--- src/rtl/fifo_rd_ctrl.sv ---
// Read-side controller for the loopback FIFO: waits for full, settles, drains to empty,
// checks every word against an incrementing pattern and reports per-burst status.
module fifo_rd_ctrl #(
  parameter int DATA_W    = 8,
  parameter int DEPTH     = 256,
  parameter int DELAY_CYC = 10,
  parameter int START_VAL = 0
) (
  input  logic                       sys_clk,
  input  logic                       sys_rst,
  input  logic                       rd_enable,
  input  logic                       fifo_full,
  input  logic                       fifo_empty,
  input  logic [DATA_W-1:0]          fifo_rd_data,
  output logic                       fifo_rd_en,
  output logic [DATA_W-1:0]          rd_data,
  output logic                       rd_data_vld,
  output logic [$clog2(DEPTH):0]     rd_cnt,
  output logic [15:0]                err_cnt,
  output logic                       burst_done,
  output logic                       burst_ok
);

  localparam int CNT_W = $clog2(DEPTH) + 1;
  localparam int DLY_W = (DELAY_CYC > 1) ? $clog2(DELAY_CYC) : 1;
  localparam logic [CNT_W-1:0]  CNT_MAX   = CNT_W'(2 * DEPTH - 1);
  localparam logic [CNT_W-1:0]  CNT_FULL  = CNT_W'(DEPTH);
  localparam logic [DLY_W-1:0]  DLY_LAST  = DLY_W'(DELAY_CYC - 1);
  localparam logic [DATA_W-1:0] EXP_START = DATA_W'(START_VAL);

  typedef enum logic [2:0] {
    S_IDLE,
    S_WAIT_F,
    S_DELAY,
    S_READ,
    S_DRAIN,
    S_DONE
  } state_t;

  state_t             r_state;
  state_t             w_state_nxt;
  logic [DLY_W-1:0]   r_dly_cnt;
  logic               r_rd_pend;
  logic [DATA_W-1:0]  r_rd_data;
  logic               r_rd_data_vld;
  logic [CNT_W-1:0]   r_rd_cnt;
  logic [15:0]        r_err_cnt;
  logic               r_mismatch;
  logic [DATA_W-1:0]  r_expected;
  logic               r_burst_done;
  logic               r_burst_ok;

  logic               w_start;
  logic               w_word_bad;
  logic [CNT_W-1:0]   w_rd_cnt_nxt;
  logic [15:0]        w_err_cnt_nxt;
  logic               w_mismatch_nxt;

  // NOTE: sequential state uses non-blocking assignments so every register samples pre-edge values.
  always_ff @(posedge sys_clk) begin
    if (sys_rst) begin
      r_state <= S_IDLE;
    end else begin
      r_state <= w_state_nxt;
    end
  end

  // NOTE: the default assignment first keeps every path driven, so no latch is inferred.
  always_comb begin
    w_state_nxt = r_state;
    unique case (r_state)
      S_IDLE:   if (rd_enable)              w_state_nxt = S_WAIT_F;
      S_WAIT_F: if (fifo_full)              w_state_nxt = S_DELAY;
      S_DELAY:  if (r_dly_cnt == DLY_LAST)  w_state_nxt = S_READ;
      S_READ:   if (fifo_empty)             w_state_nxt = S_DRAIN;
      S_DRAIN:                              w_state_nxt = S_DONE;
      S_DONE:                               w_state_nxt = S_IDLE;
      default:                              w_state_nxt = S_IDLE;
    endcase
  end

  // Settle counter restarts from zero on every entry into DELAY.
  always_ff @(posedge sys_clk) begin
    if (sys_rst) begin
      r_dly_cnt <= '0;
    end else if (r_state == S_WAIT_F) begin
      r_dly_cnt <= '0;
    end else if (r_state == S_DELAY) begin
      r_dly_cnt <= r_dly_cnt + 1'b1;
    end
  end

  // Combinational strobe so the read stops the same cycle empty is seen.
  assign fifo_rd_en = (r_state == S_READ) & ~fifo_empty;

  assign w_start    = (r_state == S_IDLE) & rd_enable;
  assign w_word_bad = r_rd_pend & (fifo_rd_data != r_expected);

  always_comb begin
    w_rd_cnt_nxt   = r_rd_cnt;
    w_err_cnt_nxt  = r_err_cnt;
    w_mismatch_nxt = r_mismatch;
    if (w_start) begin
      w_rd_cnt_nxt   = '0;
      w_mismatch_nxt = 1'b0;
    end else if (r_rd_pend) begin
      if (r_rd_cnt != CNT_MAX) w_rd_cnt_nxt = r_rd_cnt + 1'b1;
      if (w_word_bad) begin
        w_mismatch_nxt = 1'b1;
        if (r_err_cnt != 16'hFFFF) w_err_cnt_nxt = r_err_cnt + 16'd1;
      end
    end
  end

  always_ff @(posedge sys_clk) begin
    if (sys_rst) begin
      r_rd_pend     <= 1'b0;
      r_rd_data     <= '0;
      r_rd_data_vld <= 1'b0;
      r_rd_cnt      <= '0;
      r_err_cnt     <= '0;
      r_mismatch    <= 1'b0;
      r_expected    <= EXP_START;
      r_burst_done  <= 1'b0;
      r_burst_ok    <= 1'b0;
    end else begin
      r_rd_pend     <= fifo_rd_en;
      r_rd_data_vld <= r_rd_pend;
      r_rd_cnt      <= w_rd_cnt_nxt;
      r_err_cnt     <= w_err_cnt_nxt;
      r_mismatch    <= w_mismatch_nxt;
      r_burst_done  <= (r_state == S_DRAIN);
      if (r_rd_pend) r_rd_data <= fifo_rd_data;
      // Expected pattern keeps advancing after a mismatch; there is no resync.
      if (w_start) begin
        r_expected <= EXP_START;
      end else if (r_rd_pend) begin
        r_expected <= r_expected + 1'b1;
      end
      // Registered on the DRAIN->DONE edge so it is valid alongside burst_done.
      if (r_state == S_DRAIN) begin
        r_burst_ok <= (w_rd_cnt_nxt == CNT_FULL) & ~w_mismatch_nxt;
      end
    end
  end

  assign rd_data     = r_rd_data;
  assign rd_data_vld = r_rd_data_vld;
  assign rd_cnt      = r_rd_cnt;
  assign err_cnt     = r_err_cnt;
  assign burst_done  = r_burst_done;
  assign burst_ok    = r_burst_ok;

endmodule

--- config.mk ---
export PLATFORM = sky130hd
export DESIGN_NAME = fifo_rd_ctrl
export DESIGN_NICKNAME = d
export VERILOG_FILES = /design/src/rtl/fifo_rd_ctrl.sv
export SDC_FILE = /design/constraint.sdc
export NUM_CORES = 1
export LEC_CHECK = 0
export BUFFER_PORTS_ARGS = -buffer_cell sky130_fd_sc_hd__buf_4
export CAP_MARGIN = 40
export CORE_ASPECT_RATIO = 1.5
export CORE_UTILIZATION = 45
export CTS_BUF_LIST = sky130_fd_sc_hd__clkbuf_4
export DETAILED_ROUTE_END_ITERATION = 10
export PLACE_DENSITY = 0.66
export SETUP_SLACK_MARGIN = 0.2
export SLEW_MARGIN = 5
export SYNTH_ARGS = -nofsm -noshare
export SYNTH_HDL_FRONTEND = slang
export SYNTH_SLANG_ARGS = --single-unit
--- constraint.sdc ---
create_clock -name sys_clk -period 1.8 [get_ports sys_clk]
set_input_delay 0.36 -clock sys_clk [delete_from_list [all_inputs] [get_ports sys_clk]]
set_output_delay 0.36 -clock sys_clk [all_outputs]
set_load 0.01 [all_outputs]
==> metrics.md <==
| Metric | Value |
|---|---|
| Core area | `0.00557 mm^2` |
| Final Max Tran Viols | `0` |
| Leak Pwr | `roughly 0.0017 uW` |
| Nets | `between 400 and 500` |
| WP buf/inv | `2` |
| Post-synth cell types | `60` |
| Total gr overflow | `0` |
| Final HPWL DP | `approximately 5100 um` |
| Layout overhead on the synthesized area | `54.6%` |
| Clock power share | `30.6%` |
| Hold Crit Class | `in2reg` |
| Drt pass-1 iters | `4` |
| Total track usage | `23.2%` |
| Mapped Area | `~0.0027 mm^2` |
| Unrepaired setup endpoints after global routing | `true` |
| Port Buffers | `49` |
| Antenna violations before repair | `0` |
| Filler cells | `413` |
| Sw Share | `24.8%` |
| Met3 global-route usage | `between 3 and 4%` |
| TritonCTS clock tree | `yes` |
| Top Usage Layer GRT | `met2` |
| CTS sink cnt | `53` |
| Largest area contributor in the netlist | `dfxtp_1` |
| Asr flop ratio synth | `0%` |
| Period Utilization, post-route | `a little over nine tenths` |
| WL/cell | `~15 um` |
| Vias | `2,761` |
| Final Setup Violations | `0` |
| Crit-path max FO | `7` |
| Seq pwr share | `54.3%` |
| Fmax achieved | `562 MHz` |
| P per Cell Area | `approximately 540 mW/mm^2` |
| Die Height | `96.1 um` |
| Site Rows | `33` |
| Cell Int Power | `1660 uW` |
| Origin of the critical flop-to-flop path | `r_state[1]` |
| Initial DRC Count | `130` |
| Crit start category | `flip-flop` |
| CTS Root Cell | `clkbuf_4` |
| WS Path Type | `reg2reg` |
| Vias per inst | `5.59` |
| Reg-to-reg endpoint | `err_cnt[15]` |
| Number of I/O pins | `50` |
| Mean Syn Cell Area | `8.80 um^2` |
| Die ar. | `0.00622 mm^2` |
| Max-Cap Viols | `0` |
| Worst-path cell chain | `or4b_4 > o211ai_1 > buf_6 > nor4_2 > buf_4 > mux2_2` |
| Ratio of cells with drive above 1 in the final layout | `about half` |
| Crit path max-delay family | `simple AND/OR/NAND/NOR gates` |
| Slowest library cell on the worst path | `or4b_4` |
| Area share of the largest cell type after synthesis | `39.9%` |
| IR drop worst, VDD | `0.000438 V` |
| Vias in the first global route | `2,454` |
| Clock Latency Late Sink | `about 0.38 ns` |
| Synth warn | `0` |
| H-tree lvl count | `2` |
| Most common cell in the netlist | `dfxtp_1` |
| WP data arrival | `2.06 ns` |
| Top post-synthesis cells by area | `dfxtp_1 (40%), nor2_1 (5.2%), a21oi_1 (4.1%), mux2i_1 (4.1%), xnor2_1 (3.3%)` |
| Remaining DRCs | `0` |
| Flop2flop setup slack | `0.02 ns` |
| Routed wire length | `7530 um` |
| Setup TNS | `0 ns` |
| Top cells by count, synth | `dfxtp_1 (53), nor2_1 (37), a21oi_1 (22)` |
| Clk slew on worst S/H paths | `0.16 ns` |
| CTS Buf Count | `5` |
| CTS Buffer Depth | `2` |
| Seq/Total Area, Yosys | `39.9%` |
| Syn Nets | `320` |
| Combinational fraction of design power | `around 15%` |
| Critical Path Sink | `err_cnt[15]` |
| Largest net degree at the start of global routing | `27` |
| Sw Pwr | `about 550 uW` |
| Cell count along the critical path | `6` |
| Run status | `finished, final reports clean` |
| Largest stage delay, worst path | `roughly 0.55 ns` |
| Max-slew headroom | `76.2%` |
| Initial Utilization | `47.7%` |
| Crit path launch | `r_state[1]` |
| Yosys reg bits | `53` |
| Crit. End Element | `flip-flop` |
| Die X | `64.7 um` |
| PnR Total Power | `2210 uW` |
| Global-route wire length before repair | `between 10,000 and 15,000 um` |
| Worst-margin pin slew | `0.352 ns` |
| Final ANT Viol Nets | `0` |
| Minimum clock period after layout | `around 1.8 ns` |
| EDFF count, synth | `0` |
| CP required | `2.08 ns` |
| Cells after Synth | `roughly 300` |
| Routing usage on met1 | `24.8%` |
| Final hold viol count | `0` |
| GP Congestion | `0.867` |
| Main synth FF type | `dfxtp_1` |
| Met2 usage | `between 40 and 50%` |
| Cells on worst reg2reg path | `6` |
| Setup Skew | `about 0.023 ns` |
| Ant. Diodes | `0` |
## cell usage in the layout, fill, tap and decap left out, drive strengths merged, types with 2 or more instances in the layout
master,n
buf,130
dfxtp,53
nor2,37
a21oi,22
nand2,20
mux2i,11
nand4,10
xnor2,10
inv,9
o31ai,9
nand3,9
or4,8
o21ai,8
nor3,8
xor2,7
clkbuf,6
o41ai,6
nor2b,5
ha,5
or4b,4
or3,4
mux2,3
a31oi,3
or2,2
o211ai,2
nor4,2
nand2b,2
o21bai,2
and2,2
a31o,2
a311o,2
and4,2
and3,2
## power by group through the flow
| stage | logic (uW) | registers (uW) | clock network [uW] |
|---|---|---|---|
| after floorplan | 167 | 1230 | 0 |
| final | 334 | 1200 | 676 |
| after global routing | 363 | 1200 | 749 |
| after global placement | 251 | 1220 | 0 |
| after detailed placement | 254 | 1230 | 0 |
| after CTS | 264 | 1200 | 698 |
## layer usage
metal | share of wire [%] | up-vias
li1 | - | 1350
met1 | 39 | 1326
met2 | 56 | 71
met3 | 3.1 | 14
met4 | 1.9 | 0
met5 | 0 | -
## kinds of logic after synthesis
family	count (synthesis)	share of synthesized area (%)
DFF	53	39.9
muxes	14	5.41
AOI/OAI and AO/OA	65	17.2
adders and majority gates	5	2.35
and+or+nand+nor	123	25.4
buffers and inverters	25	4.14
xor gates and xnor gates	17	5.60
## repair_timing
action / in CTS / in global routing
gates cloned: 0 / 1
pin swaps: 19 / 32
setup endpoints to repair: 21 / 22
hold buffers: 0 / 0
setup buffers: 4 / 18
gates resized for setup: 19 / 65
## worst min-delay path, stage by stage
cell     delay (ns)
buf_4          0.09
mux2i_1        0.06
nor2_1         0.07
## worst min-delay path by stage
stage | start | endpoint | slack, ns | depth (start not counted)
floorplan | r_mismatch | r_mismatch | 0.44 | 2
global placement | r_mismatch | r_mismatch | 0.45 | 2
detailed placement | r_mismatch | r_mismatch | 0.46 | 2
CTS | fifo_rd_data[3] | rd_data[3] | 0.23 | 3
global route | fifo_rd_data[1] | rd_data[1] | 0.22 | 3
finish | fifo_rd_data[3] | rd_data[3] | 0.24 | 3
## metrics by stage
stage          instances  hold WS, ns  worst slack, ns  util, %  instance area (um^2)
6_report             494        0.240           0.0203     73.7                  4110
5_1_grt              494        0.222          -0.0557     73.7                  4110
3_5_place_dp         463        0.461           -0.119     63.7                  3550
4_1_cts              475        0.233           0.0391     66.7                  3720
3_3_place_gp         463        0.453          -0.0889     63.7                  3550
2_1_floorplan        302        0.436           0.0150        -                  2750
## cell type report
cell class | instances | area [um^2] | share of cell area [%]
multi-input combinational | 224 | 1750 | 42.6
sequential | 53 | 1100 | 26.8
timing repair buffer | 130 | 1060 | 25.8
tap | 70 | 87.6 | 2.13
clock buffer | 6 | 45.0 | 1.10
clock inverter | 2 | 33.8 | 0.822
inverter | 9 | 33.8 | 0.822
## sequential cells by signal, indices dropped and copies added, names as in the netlist
register	count
burst_ok	1
r_expected	8
r_dly_cnt	4
r_rd_pend	1
burst_done	1
rd_data	8
err_cnt	16
r_mismatch	1
rd_cnt	9
rd_data_vld	1
r_state	3
Note: power is estimated with default switching activity, not from simulation.
